==> config.mk <==
export PLATFORM = sky130hd
export DESIGN_NAME = cv32e40p_imem_responder_flat
export DESIGN_NICKNAME = d
export VERILOG_FILES = /design/src/rtl/cv32e40p_pkg.sv /design/src/rtl/cv32e40p_imem_responder_if.sv /design/src/rtl/cv32e40p_fifo.sv /design/src/rtl/cv32e40p_imem_responder.sv /design/src/flat_wrapper.sv
export SDC_FILE = /design/constraint.sdc
export NUM_CORES = 1
export LEC_CHECK = 0
export CAP_MARGIN = 20
export CORE_MARGIN = 8
export CORE_UTILIZATION = 35
export CTS_CLUSTER_DIAMETER = 30
export DETAILED_ROUTE_END_ITERATION = 10
export GPL_TIMING_DRIVEN = 1
export SLEW_MARGIN = 20
export SYNTH_ARGS = -nofsm -noshare
export SYNTH_HDL_FRONTEND = slang
export SYNTH_SLANG_ARGS = --single-unit
==> constraint.sdc <==
create_clock -name clk -period 5.5 [get_ports clk]
set_input_delay 1.1 -clock clk [delete_from_list [all_inputs] [get_ports clk]]
set_output_delay 1.1 -clock clk [all_outputs]
set_load 0.02 [all_outputs]
==> src/rtl/cv32e40p_pkg.sv <==
// cv32e40p_pkg: shared defaults and types for the instruction-memory responder
//   IMEM_DEPTH : default number of outstanding fetch transactions
//   imem_rsp_t : one queued response entry {rdata, err}
package cv32e40p_pkg;
   localparam int IMEM_DEPTH = 2;
   typedef struct packed {
      logic [31:0] rdata;
      logic        err;
   } imem_rsp_t;
endpackage

==> src/rtl/cv32e40p_imem_responder_if.sv <==
// cv32e40p_imem_responder_if: OBI instruction fetch bus between initiator and responder
//   req/addr       : address phase, driven by the master
//   gnt            : grant, driven by the slave
//   rvalid/rdata/err : response phase, driven by the slave
interface cv32e40p_imem_responder_if;
   logic        req;
   logic [31:0] addr;
   logic        gnt;
   logic        rvalid;
   logic [31:0] rdata;
   logic        err;
   modport master (output req, addr, input gnt, rvalid, rdata, err);
   modport slave (input req, addr, output gnt, rvalid, rdata, err);
endinterface

==> src/rtl/cv32e40p_fifo.sv <==
// cv32e40p_fifo: synchronous FIFO with simultaneous push/pop and first-word-fall-through read
//   clk, rst_n : clock, synchronous active-low reset (flushes contents)
//   push_i, wdata_i : write strobe and data
//   pop_i      : drop the head entry
//   empty_o, rdata_o : empty flag and head entry
module cv32e40p_fifo #(
   parameter int DEPTH = 2,
   parameter int WIDTH = 33
) (
   input  logic             clk,
   input  logic             rst_n,
   input  logic             push_i,
   input  logic [WIDTH-1:0] wdata_i,
   input  logic             pop_i,
   output logic             empty_o,
   output logic [WIDTH-1:0] rdata_o
);
   localparam int PW = DEPTH > 1 ? $clog2(DEPTH) : 1;
   localparam int CW = $clog2(DEPTH + 1);
   logic [WIDTH-1:0] mem_q [DEPTH];
   logic [PW-1:0]    wp_q, rp_q;
   logic [CW-1:0]    cnt_q;
   function automatic logic [PW-1:0] nxt(input logic [PW-1:0] p);
      return p == PW'(DEPTH - 1) ? '0 : p + PW'(1);
   endfunction
   assign empty_o = cnt_q == '0;
   assign rdata_o = mem_q[rp_q];
   always_ff @(posedge clk) begin
      if (!rst_n) begin
         wp_q  <= '0;
         rp_q  <= '0;
         cnt_q <= '0;
      end else begin
         if (push_i) begin
            mem_q[wp_q] <= wdata_i;
            wp_q        <= nxt(wp_q);
         end
         if (pop_i) rp_q <= nxt(rp_q);
         cnt_q <= cnt_q + CW'(push_i) - CW'(pop_i);
      end
   end
endmodule

==> src/rtl/cv32e40p_imem_responder.sv <==
// cv32e40p_imem_responder: OBI instruction-memory responder in front of a synchronous SRAM
//   clk, rst_n   : clock, synchronous active-low reset
//   instr        : OBI fetch bus (slave side)
//   gnt_stall_i  : suppress grants
//   rsp_stall_i  : suppress responses
//   mem_req_o, mem_addr_o, mem_rdata_i : SRAM read port, data one cycle after request
module cv32e40p_imem_responder import cv32e40p_pkg::*; #(
   parameter logic [31:0] ADDR_BASE = 32'h0000_0000,
   parameter int          MEM_WORDS = 4096,
   parameter int          DEPTH     = IMEM_DEPTH,
   localparam int         AW        = $clog2(MEM_WORDS)
) (
   input  logic                       clk,
   input  logic                       rst_n,
   cv32e40p_imem_responder_if.slave   instr,
   input  logic                       gnt_stall_i,
   input  logic                       rsp_stall_i,
   output logic                       mem_req_o,
   output logic [AW-1:0]              mem_addr_o,
   input  logic [31:0]                mem_rdata_i
);
   localparam int          CW    = $clog2(DEPTH + 1);
   localparam logic [32:0] LIMIT = 33'(MEM_WORDS) << 2;
   logic [CW-1:0] cnt_q, cnt_d;
   logic          pend_v_q, pend_err_q;
   logic          in_range, gnt, rvalid, empty, push, pop;
   logic [32:0]   off;
   imem_rsp_t     byp, head;
   // addresses below the base wrap to a huge offset, so one compare covers both bounds
   assign off      = {1'b0, instr.addr} - {1'b0, ADDR_BASE};
   assign in_range = off < LIMIT;
   // credits only count the registered occupancy; a same-cycle response frees nothing
   assign gnt      = rst_n & instr.req & ~gnt_stall_i & (cnt_q < CW'(DEPTH));
   assign rvalid   = rst_n & ~rsp_stall_i & (pend_v_q | ~empty);
   assign pop      = rvalid & ~empty;
   // the pending response bypasses the queue only when nothing older is waiting
   assign push     = rst_n & pend_v_q & ~(rvalid & empty);
   assign byp      = {pend_err_q ? 32'h0 : mem_rdata_i, pend_err_q};
   assign cnt_d    = cnt_q + CW'(gnt) - CW'(rvalid);
   assign mem_req_o    = gnt & in_range;
   assign mem_addr_o   = off[AW+1:2];
   assign instr.gnt    = gnt;
   assign instr.rvalid = rvalid;
   assign instr.rdata  = rvalid ? (empty ? byp.rdata : head.rdata) : 32'h0;
   assign instr.err    = rvalid & (empty ? byp.err : head.err);
   always_ff @(posedge clk) begin
      if (!rst_n) begin
         cnt_q      <= '0;
         pend_v_q   <= 1'b0;
         pend_err_q <= 1'b0;
      end else begin
         cnt_q      <= cnt_d;
         pend_v_q   <= gnt;
         pend_err_q <= gnt & ~in_range;
      end
   end
   cv32e40p_fifo #(.DEPTH(DEPTH), .WIDTH($bits(imem_rsp_t))) u_fifo (
      .clk     (clk),
      .rst_n   (rst_n),
      .push_i  (push),
      .wdata_i (byp),
      .pop_i   (pop),
      .empty_o (empty),
      .rdata_o (head)
   );
endmodule

==> src/flat_wrapper.sv <==
// flat-port wrapper written by rule: the top's interface ports become plain ports
module cv32e40p_imem_responder_flat import cv32e40p_pkg::*;
#(
   parameter logic [31:0] ADDR_BASE = 32'h0000_0000,
   parameter int          MEM_WORDS = 4096,
   parameter int          DEPTH     = IMEM_DEPTH,
   localparam int         AW        = $clog2(MEM_WORDS)
)
  (clk, rst_n, gnt_stall_i, rsp_stall_i, mem_req_o, mem_addr_o, mem_rdata_i, instr_req, instr_addr, instr_gnt, instr_rvalid, instr_rdata, instr_err);
  cv32e40p_imem_responder_if instr_i ();
  input  logic clk;
  input  logic rst_n;
  input  logic gnt_stall_i;
  input  logic rsp_stall_i;
  output logic mem_req_o;
  output logic [AW-1:0] mem_addr_o;
  input  logic [31:0] mem_rdata_i;
  input wire logic [$bits(instr_i.req)-1:0] instr_req;
  input wire logic [$bits(instr_i.addr)-1:0] instr_addr;
  output wire logic [$bits(instr_i.gnt)-1:0] instr_gnt;
  output wire logic [$bits(instr_i.rvalid)-1:0] instr_rvalid;
  output wire logic [$bits(instr_i.rdata)-1:0] instr_rdata;
  output wire logic [$bits(instr_i.err)-1:0] instr_err;
  assign instr_i.req = instr_req;
  assign instr_i.addr = instr_addr;
  assign instr_gnt = instr_i.gnt;
  assign instr_rvalid = instr_i.rvalid;
  assign instr_rdata = instr_i.rdata;
  assign instr_err = instr_i.err;
  cv32e40p_imem_responder #(.ADDR_BASE(ADDR_BASE), .MEM_WORDS(MEM_WORDS), .DEPTH(DEPTH)) u_core (.clk(clk), .rst_n(rst_n), .instr(instr_i), .gnt_stall_i(gnt_stall_i), .rsp_stall_i(rsp_stall_i), .mem_req_o(mem_req_o), .mem_addr_o(mem_addr_o), .mem_rdata_i(mem_rdata_i));
endmodule
==> results of run 1 <==
-- routing by layer --
layer	global-route usage	vias up	wire, microns
li1	-	1157	-
met1	0.134	1155	3260
met2	0.213	61	4010
met3	0.0386	11	459
met4	0.0622	0	121
met5	0	-	0
-- worst reg2reg max path, delay by kind of cell, from the launching register on --
kind,cells,cell delay [ns]
compound gates,1,0.84
fa+ha+maj,2,0.55
buf+inv,2,0.09
flops,1,0.39
simple gates,1,0.15
-- state kept, by name (all words and copies together) (netlist names), named ones only --
| name | flops |
|---|---|
| u_core.u_fifo.rp_q | 1 |
| u_core.u_fifo.mem_q | 66 |
| u_core.pend_err_q | 1 |
| u_core.cnt_q | 2 |
| u_core.u_fifo.wp_q | 1 |
| u_core.pend_v_q | 1 |
| u_core.u_fifo.cnt_q | 2 |
-- per-stage QoR --
step                 util  setup slack, ns  instances
floorplan               -             2.24        280
global placement    0.456             1.05        477
detailed placement  0.456             1.00        477
CTS                 0.472            0.993        493
global route        0.472            0.910        493
finish              0.472             1.01        493
-- synth_stat cells --
library cell  count  area [sq um]
o32ai_1          32           280
nand2_1           1          3.75
nor4_1            4          25.0
nor3_2            1          10.0
buf_2             8          40.0
o21ai_1           1          5.00
xor2_1            2          17.5
dfxtp_1           9           180
o21a_1            1          7.51
o311ai_2          1          16.3
ha_1              4          50.1
mux2i_1          33           330
nand2b_1          1          6.26
nand3_1           2          10.0
xnor2_1           3          26.3
nor3_1            1          5.00
buf_4            12          90.1
o22ai_1           1          6.26
edfxtp_1         66          1980
buf_1             1          3.75
and2_1            2          12.5
clkbuf_1          8          30.0
nor2_1           40           150
inv_2             3          11.3
inv_1            37           139
nor2b_1           1          6.26
a21oi_1           2          10.0
o21ai_0           1          5.00
or4b_4            1          13.8
or3_1             1          6.26
-- layout make-up --
type                            count  area [sq um]
Multi-Input combinational cell    136          1030
Sequential cell                    75          2170
Inverter                           40           150
Fill cell                         926          5140
Tap cell                          133           166
Timing Repair Buffer               93           923
Clock inverter                      3          15.0
Clock buffer                       13           139
-- how the worst min path moves through the flow --
stage	start	to	depth (start not counted)
4_1_cts	u_core.u_fifo.rp_q	flip-flop	2
3_3_place_gp	u_core.u_fifo.rp_q	flip-flop	2
2_1_floorplan	u_core.pend_err_q	u_core.u_fifo.mem_q[0][0]	0
3_5_place_dp	u_core.u_fifo.rp_q	flip-flop	2
6_report	u_core.u_fifo.rp_q	flip-flop	2
5_1_grt	u_core.u_fifo.rp_q	flip-flop	2
-- cells by family (layout without fill, tap and decap cells) --
| group | count (synthesis) | after routing |
|---|---|---|
| AO/OA/AOI/OAI | 39 | 39 |
| XOR/XNOR | 5 | 5 |
| adder cells (fa/ha/maj) | 4 | 4 |
| buffers and inverters | 69 | 149 |
| flip-flops | 75 | 75 |
| multiplexers | 33 | 33 |
| AND/OR/NAND/NOR | 55 | 55 |
-- power groups by stage --
stage / Sequential [mW] / Clock (mW) / Combinational, mW
floorplan: 0.642 / 0 / 0.0634
global placement: 0.646 / 0 / 0.107
global route: 0.633 / 0.387 / 0.120
CTS: 0.633 / 0.366 / 0.110
detailed placement: 0.646 / 0 / 0.109
finish: 0.633 / 0.349 / 0.108
==> impl_metrics.yaml, run 1 <==
status:
  status: "finished clean"
clocking:
  clkLatencyLatePin_ns: 0.33
  clockBufferDepth: 2
  cts_made_buffers: 9
  clk_pin_slew_ns: 0.07
  post_cts_buffers: 0
  h-tree-depth: 3
  cts_root_buf: "clkbuf_8"
  post_cts_resized: 0
  cts_tree: "done"
  cts_hold_buf: 0
  clock_sinks: 75
synthesis:
  synth-seq-cells: 75
  synth_top_family_by_area: "compound AO/OA/AOI/OAI gates"
  synth_compound_area_frac: 0.0949
  seq_area_frac_synth: 0.621
  ys_types: 30
  synthSimpleGateAreaFrac: 0.0716
  avgSynthCellArea_sq_um: 12.4
  syn_area_sq_um: 3480
  yosys_warnings: 0
  synthMuxAreaShare: 0.0949
  synth-xor-area-share: 0.0126
  syn_inst: 280
  synth_nets: 353
  yosys.area_share.adder: 0.0144
route:
  drt_iter0_drc: 104
  num_vias: 2384
  wl_per_cell_microns: 15.9
  vias_per_cell: 4.84
  dr.pass1.iters: 4
  route.detailed.drc: 0
  routed_wl_microns: 7850
  ant_nets: 0
setup_path:
  cp.required_ns: 4.40
  worst-path-stages: 6
  cpMaxStageDelayCell: "clkdlybuf4s50_1"
  end_kind: "output pin"
  ff2ff_setup_slack_ns: 3.39
  r2r_start: "u_core.u_fifo.cnt_q[1]"
  crit_top_cell: "clkdlybuf4s50_1"
  r2r_end: "u_core.u_fifo.cnt_q[0]"
  worst-r2r-cell-count: 6
  crit_chain: "clkdlybuf4s50_1 -> nor2b_1 -> nand3_1 -> buf_4 -> o32ai_1 -> clkdlybuf4s50_1"
  crit_type: "input port to output pin"
  slowest_delay_ns: 0.68
  crit_family: "buffers and inverters"
  path_buf_inv: 3
  cp.arrival_ns: 3.39
  cp_max_fo: 16
  worstSetupStartpoint: "rst_n"
  startpoint_type: "input port"
  cp-endpoint: "instr_rdata[29]"
sta:
  fmax_ghz: 0.223
  setup_viol: 0
  hold_viol: 0
  fin_crit_sh: 0.816
  fin_worst_skew_ns: 0.00295
  slew_violations: 0
  worst_hold_slack_ns: 0.509
  relSlewSlack: 0.304
  tightest_slew_ns: 1.04
  period_minus_slack_ns: 4.49
  fin_setup_tns_ns: 0
  rsz0062_at_grt: "no"
pwr:
  power_density_nw_per_um2: 237
  power_leakage_nw: 1.58
  power.share.switching: 0.221
  comb_power_share: 0.099
  p_int_mw: 0.848
  p_seq_frac: 0.581
  power_frac_clock: 0.320
  ir_drop_uv: 97.1
  finalPower_mw: 1.09
  p_switching_mw: 0.241
hold_path:
  worstHoldPathType: "flip-flop to flip-flop"
floorplanning:
  dieWidth_microns: 116
  start_util: 0.358
  die-area_sq_um: 13400
  fp.dieH_microns: 116
  rows: 36
  core_area_sq_um: 9730
  io_pins: 117
finish:
  final_area_sq_um: 4590
  layout-drive-gt1-share: 0.0722
  layout_common_cells: "clkdlybuf4s50_1 (90), edfxtp_1 (66), nor2_1 (38)"
  syn_to_final_growth_pct: 31.9
  final_nets: 428
  n_antenna_cell: 0
  layout_commonest_cell: "clkdlybuf4s50_1"
place:
  place_congestion: 0.679
  port_buffers: 90
  hpwl_microns: 5110
  place_area_sq_um: 4430
grt:
  antenna_found_initial: 0
  grt_pass1_vias: 2589
  grt_pass1_wl_microns: 12700
  grt.overflow.total: 0
  grt_use_total: 0.123
  grt_max_degree: 68
flow_run:
  maxCapViolCount: 0
Note: power is estimated with default switching activity, not from simulation.
==> inputs of run 2 (changes only) <==
- PLACE_DENSITY: not set -> 0.67
- clock period: 5.5 -> 3.95 ns (I/O delays scaled with it)
==> impl_metrics.yaml, run 2 (synthesis gave the netlist of run 1 again) <==
status:
  status: "finished clean"
grt:
  grt_max_degree: 47
  grt.overflow.total: 0
  grt_use_total: 0.120
  antenna_found_initial: 0
  grt_pass1_vias: 2455
  grt_pass1_wl_microns: 12500
setup_path:
  crit_top_cell: "clkdlybuf4s50_1"
  cp.arrival_ns: 2.90
  slowest_delay_ns: 0.67
  crit_family: "buffers and inverters"
  crit_type: "input port to output pin"
  path_buf_inv: 3
  cp_max_fo: 16
  crit_chain: "clkdlybuf4s50_1 -> nor2b_1 -> nand3_1 -> buf_4 -> o32ai_1 -> clkdlybuf4s50_1"
  end_kind: "output pin"
  cpMaxStageDelayCell: "clkdlybuf4s50_1"
  startpoint_type: "input port"
  ff2ff_setup_slack_ns: 2.09
  cp.required_ns: 3.16
flow_run:
  maxCapViolCount: 0
clocking:
  cts_hold_buf: 0
  post_cts_buffers: 0
  clock_sinks: 75
  clockBufferDepth: 2
  cts_made_buffers: 9
  cts_tree: "done"
  post_cts_resized: 0
  cts_root_buf: "clkbuf_8"
  clk_pin_slew_ns: 0.08
  h-tree-depth: 3
  clkLatencyLatePin_ns: 0.34
sta:
  slew_violations: 0
  period_minus_slack_ns: 3.69
  rsz0062_at_grt: "no"
  fin_setup_tns_ns: 0
  layout_setup_ws_ns: 0.255
  fin_worst_skew_ns: 0.00951
  hold_viol: 0
  tightest_slew_ns: 0.836
  fmax_ghz: 0.271
  fin_crit_sh: 0.935
  relSlewSlack: 0.443
  setup_viol: 0
finish:
  nFillCells: 892
  final_nets: 433
  layout_common_cells: "clkdlybuf4s50_1 (90), edfxtp_1 (66), nor2_1 (38)"
  layout-drive-gt1-share: 0.0959
  final_area_sq_um: 4680
  layout_commonest_cell: "clkdlybuf4s50_1"
  regMostFlops: "u_core.u_fifo.mem_q"
  largest_reg_flops: 66
  reg_top3: "u_core.u_fifo.mem_q: 66 flops, u_core.cnt_q: 2 flops, u_core.u_fifo.cnt_q: 2 flops"
  n_antenna_cell: 0
  syn_to_final_growth_pct: 34.5
pwr:
  p_seq_frac: 0.529
  ir_drop_uv: 205
  power_density_nw_per_um2: 357
  power_leakage_nw: 1.62
  finalPower_mw: 1.67
  comb_power_share: 0.089
  power.share.switching: 0.216
  power_frac_clock: 0.382
  p_int_mw: 1.31
  p_switching_mw: 0.361
route:
  wl_per_cell_microns: 15.7
  vias_per_cell: 4.80
  dr.pass1.iters: 5
  routed_wl_microns: 7840
  route.detailed.drc: 0
  drt_iter0_drc: 194
  ant_nets: 0
  num_vias: 2392
place:
  port_buffers: 90
  place_ws_ns: 0.231
  hpwl_microns: 5300
  place_area_sq_um: 4460
  place_congestion: 0.696
floorplanning:
  io_pins: 117
  core_area_sq_um: 9730
  start_util: 0.358
  rows: 36
  die-area_sq_um: 13400
  dieWidth_microns: 116
  fp.dieH_microns: 116
hold_path:
  worstHoldPathType: "flip-flop to flip-flop"
==> run 2: cell count changes in the layout (fill, tap and decap cells not counted), sizes merged <==
cell and delta:
buf +5, clkbuf -4, clkinvlp +3, bufinv +2, clkinv -1
==> run 2: final timing paths <==
kind,start,to,cells past startpoint
setup reg to reg,u_core.u_fifo.cnt_q[1],u_core.u_fifo.cnt_q[0],5
hold reg to reg,u_core.u_fifo.rp_q,flip-flop,2
hold / removal,u_core.u_fifo.rp_q,flip-flop,2
setup / recovery,rst_n,instr_rdata[23],6
==> run 2: power groups by stage <==
stage               logic [mW]  clock network (mW)  registers, mW
floorplan               0.0883                   0          0.894
global placement         0.145                   0          0.902
detailed placement       0.149                   0          0.902
CTS                      0.150               0.659          0.884
global route             0.164               0.690          0.886
finish                   0.148               0.638          0.884
==> run 2: final cells by class <==
class / count / area, sq um / area share
Clock buffer: 9 / 124 / 0.0265
Sequential cell: 75 / 2160 / 0.462
Tap cell: 133 / 166 / 0.0356
Clock inverter: 7 / 92.6 / 0.0198
Multi-Input combinational cell: 136 / 1020 / 0.218
Timing Repair Buffer: 98 / 961 / 0.205
Inverter: 40 / 150 / 0.0321
==> run 2: worst register-to-register path, delay by kind of cell, from the launching register on <==
kind                     cells  cell delay [ns]
AO/OA/AOI/OAI                1             0.62
adder cells (fa/ha/maj)      2             0.56
flip-flops                   1             0.37
AND/OR/NAND/NOR              1             0.15
buffers and inverters        1             0.06
==> run 2: through the flow <==
stage / hold slack (ns) / instances / util
after floorplan: 0.444 / 280 / -
after global placement: 0.487 / 482 / 0.459
after detailed placement: 0.503 / 482 / 0.459
after CTS: 0.515 / 498 / 0.481
after global routing: 0.569 / 498 / 0.481
final: 0.518 / 498 / 0.481
==> run 2: per-layer routing <==
layer  track usage  part of all wire  wire length [microns]
met5             0                 0                      0
met4        0.0415            0.0068                     53
met3        0.0396             0.067                    528
met2         0.198              0.51                   3980
met1         0.145              0.42                   3280
